`config.mk`:
```
export PLATFORM = sky130hd
export DESIGN_NAME = seq_trunc_mult
export DESIGN_NICKNAME = d
export VERILOG_FILES = /design/src/rtl/tm_pkg.sv /design/src/rtl/tm_row_acc.sv /design/src/rtl/seq_trunc_mult.sv
export SDC_FILE = /design/constraint.sdc
export NUM_CORES = 1
export LEC_CHECK = 0
export ABC_AREA = 0
export CORE_MARGIN = 2
export CORE_UTILIZATION = 50
export DETAILED_ROUTE_END_ITERATION = 12
export GPL_ROUTABILITY_DRIVEN = 0
export GPL_TIMING_DRIVEN = 1
export PLACE_DENSITY = 0.81
export SETUP_SLACK_MARGIN = 0.1
export SYNTH_ARGS = -nofsm -noshare
export SYNTH_HDL_FRONTEND = slang
export SYNTH_SLANG_ARGS = --single-unit
```
`constraint.sdc`:
```
create_clock -name clk -period 8.8 [get_ports clk]
set_input_delay 0.88 -clock clk [delete_from_list [all_inputs] [get_ports clk]]
set_output_delay 0.88 -clock clk [all_outputs]
set_load 0.01 [all_outputs]
```
`src/rtl/tm_pkg.sv`:
```
// tm_pkg: shared types and parameter helpers for the truncated multiplier family.
package tm_pkg;
    typedef enum logic [1:0] {IDLE, CALC, DONE} tm_state_e;
    function automatic int tm_cnt_w(input int m);
        return $clog2(m > 2 ? m : 2);
    endfunction
    function automatic bit tm_params_ok(input int n, input int k);
        return n >= 2 && k >= 0 && k < n;
    endfunction
endpackage

```
`src/rtl/tm_row_acc.sv`:
```
// tm_row_acc: one shift-add row of the truncated product; the sign row is subtracted.
module tm_row_acc #(
    parameter int M  = 4,
    parameter int CW = 2
) (
    input  logic [2*M-1:0] acc_i,
    input  logic [M-1:0]   a_hi_i,
    input  logic           b_bit_i,
    input  logic [CW-1:0]  row_i,
    input  logic           is_signed_i,
    input  logic           last_i,
    output logic [2*M-1:0] acc_o
);
    logic [2*M-1:0] ext;
    logic [2*M-1:0] pp;
    always_comb begin
        ext   = is_signed_i ? {{M{a_hi_i[M-1]}}, a_hi_i} : {{M{1'b0}}, a_hi_i};
        pp    = b_bit_i ? ext << row_i : '0;
        acc_o = (is_signed_i && last_i) ? acc_i - pp : acc_i + pp;
    end
endmodule

```
`src/rtl/seq_trunc_mult.sv`:
```
// seq_trunc_mult: iterative K-truncated N x N multiplier, one partial-product row per clock.
module seq_trunc_mult
    import tm_pkg::*;
#(
    parameter int N = 8,
    parameter int K = 4
) (
    input  logic           clk,
    input  logic           rst,
    input  logic           in_valid,
    output logic           in_ready,
    input  logic [N-1:0]   a,
    input  logic [N-1:0]   b,
    input  logic           is_signed,
    output logic           out_valid,
    input  logic           out_ready,
    output logic [2*N-1:0] out,
    output logic           busy
);
    localparam int M  = N - K;
    localparam int CW = tm_cnt_w(M);
    localparam int W  = 2 * N;
    if (!tm_params_ok(N, K)) begin : g_bad_params
        $error("seq_trunc_mult: need N >= 2 and 0 <= K < N");
    end
    // Operand bits below K never reach the product.
    if (K > 0) begin : g_drop_lo
        logic unused_lo;
        assign unused_lo = ^{a[K-1:0], b[K-1:0]};
    end
    tm_state_e      state_q, state_d;
    logic [M-1:0]   a_q, a_d, b_q, b_d;
    logic           sgn_q, sgn_d;
    logic [2*M-1:0] acc_q, acc_d, row_acc;
    logic [CW-1:0]  cnt_q, cnt_d;
    logic           last;
    assign last = cnt_q == CW'(M - 1);
    tm_row_acc #(.M(M), .CW(CW)) u_row (
        .acc_i      (acc_q),
        .a_hi_i     (a_q),
        .b_bit_i    (b_q[cnt_q]),
        .row_i      (cnt_q),
        .is_signed_i(sgn_q),
        .last_i     (last),
        .acc_o      (row_acc)
    );
    always_comb begin
        state_d = state_q;
        a_d     = a_q;
        b_d     = b_q;
        sgn_d   = sgn_q;
        acc_d   = acc_q;
        cnt_d   = cnt_q;
        case (state_q)
            IDLE: if (in_valid) begin
                a_d     = a[N-1:K];
                b_d     = b[N-1:K];
                sgn_d   = is_signed;
                acc_d   = '0;
                cnt_d   = '0;
                state_d = CALC;
            end
            CALC: begin
                acc_d   = row_acc;
                cnt_d   = cnt_q + 1'b1;
                state_d = last ? DONE : CALC;
            end
            DONE: state_d = out_ready ? IDLE : DONE;
            default: state_d = IDLE;
        endcase
    end
    always_ff @(posedge clk or posedge rst) begin
        if (rst) begin
            state_q <= IDLE;
            a_q     <= '0;
            b_q     <= '0;
            sgn_q   <= 1'b0;
            acc_q   <= '0;
            cnt_q   <= '0;
        end else begin
            state_q <= state_d;
            a_q     <= a_d;
            b_q     <= b_d;
            sgn_q   <= sgn_d;
            acc_q   <= acc_d;
            cnt_q   <= cnt_d;
        end
    end
    assign in_ready  = state_q == IDLE;
    assign out_valid = state_q == DONE;
    assign busy      = state_q != IDLE;
    assign out       = W'(acc_q) << (2 * K);
endmodule

```
# == Word level (Yosys, flattened, before mapping) ==
# Index checks and enable logic that the tools add are counted.
# word_totals
ff_bits,21
inputBits,21
output_inout_bits,19
wordCells,34
# op_classes
n_addsub,3
n_lt_le_gt_ge,1
eq_ne,4
shift,1
muxes,13
n_reduce_logical,6
# op_table
op,n
8-bit two-way mux,4
8-bit one-hot mux with 2 select lines,1
8-bit adder,1
2-bit two-way mux,4
8-bit by 2-bit << shifter with 8-bit output,1
8-bit subtractor,1
2-bit one-hot mux with 3 select lines,1
"2-bit equality test, second input constant",2
2-bit one-hot mux with 2 select lines,1
2-bit AND reduction,2
2-bit nonzero test,2
"2-bit by 3-bit less-than comparator with 1-bit output, second input constant",1
"2-bit by 1-bit adder with 2-bit output, second input constant",1
1-bit binary-select mux with 2-bit select,1
"2-bit by 1-bit equality test with 1-bit output, second input constant",1
2-bit logical NOT,1
"2-bit != test, second input constant",1
1-bit logical AND,1
1-bit two-way mux,1

# == Depth between registers and ports, before layout ==
# logic_depth
word_depth,6
mapped_depth,17
depth_no_buf,15

# == Cells and area by module ==
# Synthesis repeated with hierarchy kept, for this count alone.
# unflattened
cells_unflattened,159
hier_area_um2,1596.5
# by_module_without_submodules
module,instances,cells_per_inst,area_per_inst_um2,seq_area_each_um2
seq_trunc_mult,1,65,945.9,525.5
tm_row_acc,1,94,650.6,0.0

# == Worst setup path before layout ==
# No wires, ideal clock.
# synth_timing
path_type,reg2reg
start,register cnt_q[0]
end,register acc_q[7]
setup_time_ps,76
t_arrival_ps,2976
t_required_ps,8724
setup_slack_ps,5747
path_stages_with_launch,18
path_buffers,2
synth_period_minus_slack_ps,3053
path_cell_list,dfrtp_1 buf_6 clkbuf_1 nor2b_1 nand2_1 a21oi_1 inv_1 ha_1 nand2_1 o21ai_0 inv_1 ha_1 nor2b_1 o21ai_1 a21oi_1 o41ai_1 xnor3_1 o21ai_1
# synth_via
elab_chain_cells,6
elab_cells_between_ends,10
cone_classes,add/sub: 2; eq/ne: 1; shift: 1; mux: 5; reduce/logical: 1
# synth_lines
item,line_no,source
start: declaration,seq_trunc_mult.sv:35,"logic [CW-1:0] cnt_q, cnt_d;"
start signal: assignment,seq_trunc_mult.sv:86,cnt_q <= cnt_d;
1-bit binary-select mux with 2-bit select,seq_trunc_mult.sv:41,".b_bit_i (b_q[cnt_q]),"
1-bit two-way mux (implied by the code),seq_trunc_mult.sv:41,
8-bit two-way mux,tm_row_acc.sv:18,pp = b_bit_i ? ext << row_i : '0;
8-bit adder or 8-bit subtractor (tied branches),tm_row_acc.sv:19,acc_o = (is_signed_i && last_i) ? acc_i - pp : acc_i + pp;
8-bit two-way mux *,tm_row_acc.sv:19,
8-bit one-hot mux with 2 select lines *,seq_trunc_mult.sv:54,case (state_q)
end signal: assignment,seq_trunc_mult.sv:78,acc_q <= '0;
end signal: assignment,seq_trunc_mult.sv:85,acc_q <= acc_d;
end: declaration,seq_trunc_mult.sv:34,"logic [2*M-1:0] acc_q, acc_d, row_acc;"
# Every way passes the cells marked *; elsewhere a longest branch is shown, timed or not. The select of a mux whose other input is x is not followed.
# A chain may end at the register's enable or synchronous reset.

# == Worst setup path after layout ==
# Same ends and word-level chain as after synthesis.

==> out/results.ini <==
[run_status]
status=finished clean

[synth]
synth_area_um2=1590
ys_ff_latch=21
yosysUniqueCellTypes=45
yosysWarningCount=0
syn_inst=177
syn-mean-instance-area_um2=9.00
synth-edff-count=0
seq_area_frac_synth_pct=33.0
synth_ff_type=dfrtp_1
synthArstFlopShare_pct=100

[clocking]
numCtsBuffers=3
clk_pin_slew_ps=130
cts_sinks=21
cts_tree=yes
root_buffer=clkbuf_4
cts_buffer_depth=2
clkLatencyLatePin_ps=310
ctsHoldBuffers=0
htree_levels=1
post_cts_resized=0
postCtsSetupBuffers=0

[place]
dp_slack_ps=5480
io_buffer_count=23
place_hpwl_um=2240

[critical_path]
cp-end-kind=register
path_class=reg2reg
startpoint_type=register
cp_data_required_time_ps=9040
worstPathMaxFanout=19
worstPathArrival_ps=3610
r2r_cells=14
startpoint=cnt_q[0]
regToRegStartpoint=cnt_q[0]

[grt]
grt_pass1_vias=1140
antenna_found_initial=0
grt.overflow.total=0
grt_max_degree=22
grt_usage_pct=18.0
grt_pass1_wl_um=5060

[drt]
vias=1276
drt-vias-per-instance=5.29
drt_wl_total_um=2960
drtIter0Drc=26
antenna_left=0
wl_per_cell_um=12.3
drc=0
drtPass1Iterations=4

[layout]
fin_util_pct=60.2
most-common-layout-cells=clkdlybuf4s50_1, dfrtp_1, nand2_1, o21ai_0, inv_1
seq_area_um2=526
final_common_cell=clkdlybuf4s50_1
nets=229
area_delta_synth_final_pct=15.4
diodes=0
multi_input_area_um2=945
nFillCells=286
drive_gt1_share_pct=9.14

[run]
cap_violations=0

[sta]
skew_ps=6.81
rsz0062_at_grt=false
hold_viol=0
period_minus_slack_ps=3380
fin_ws_ps=5420
fmax_ghz=0.296
maxSlewViolCount=0
setup_viol=0
maxSlewHeadroom_pct=44.2
finalCritPeriodShare_pct=38.4
hold_slack_ps=495
tightestPinTransition_ps=835
fin_tns_setup_ps=0

[floorplan]
ios=40
initial_core_util_pct=52.2
row_count=20
core_area_um2=3050
die_area_um2=3650
die_w_um=60.4
die_h_um=60.4

[hold_path]
holdPathStages=1
hold_start=state_q[1]
hold_class=reg2reg

-- cell type report --
cell class / instances / share of cell area (%)
clock buffers: 4 / 1.43
inverters: 15 / 3.06
multi-input cells: 134 / 51.4
flip-flops and latches: 21 / 28.6
well taps: 44 / 3.00
repair buffers: 23 / 12.5
-- through the flow --
step	area, um2	std cells
floorplan	1620	184
global placement	1810	237
detailed placement	1810	237
CTS	1840	241
global route	1840	241
finish	1840	241
-- critical path: stages (launching register included) --
cell and delay, ps:
dfrtp_1 720, nand3_1 170, a21oi_1 160, inv_1 80, ha_1 280, nand2_1 40
o21ai_0 150, inv_1 90, ha_1 270, nor2b_1 130, o21ai_1 160, a21oi_1 120
o41ai_1 420, xnor3_1 400, o21ai_1 120
-- state kept, by name (all words and copies together), names as in the netlist --
name     cells
acc_q        8
sgn_q        1
state_q      2
cnt_q        2
a_q          4
b_q          4
-- cell families (layout without fill, tap and decap cells) --
family | after synthesis | in the layout | share of synthesized area [%]
compound gates | 40 | 40 | 17.4
xor+xnor | 10 | 10 | 6.36
fa+ha+maj | 10 | 10 | 8.33
buf+inv | 29 | 42 | 9.35
flops | 21 | 21 | 33.0
mux | 12 | 12 | 9.11
other cells | 1 | 8 | 0.235
simple gates | 54 | 54 | 16.2
-- per-layer routing --
layer  GRT usage, %  vias to the layer above  wire length [um]
li1               -                      635                 -
met1           24.8                      605              1360
met2           30.1                       30              1460
met3           1.92                        6               112
met4           5.28                        0                29
met5              0                        -                 0
-- Yosys cell counts, types with 2 or more instances --
master	instances	area share (%)
a211oi_1	3	1.4
a21boi_0	2	0.94
a21oi_1	4	1.3
buf_2	2	0.63
buf_4	8	3.8
clkbuf_1	3	0.71
dfrtp_1	21	33
ha_1	9	7.1
inv_1	14	3.3
mux2_2	10	7.1
nand2_1	20	4.7
nand2b_1	4	1.6
nand3_1	5	1.6
nand3b_1	3	1.4
nor2_1	11	2.6
nor2b_1	6	2.4
o21ai_0	15	4.7
o21ai_1	2	0.63
o31ai_1	2	0.94
xnor2_1	4	2.2
xor2_1	5	2.7
-- final timing paths --
check | endpoint | slack (ps)
max in group asynchronous | b_q[2] | 7260
min in group asynchronous | acc_q[1] | 1020
worst min-delay path | state_q[0] | 500
worst min register to register | state_q[0] | 500
worst max-delay path | acc_q[7] | 5420
worst max register to register | acc_q[7] | 5420
Power is left out: the tool's default activity adds up to more than one toggle a clock period on the data nets, which glitch-free logic cannot reach.
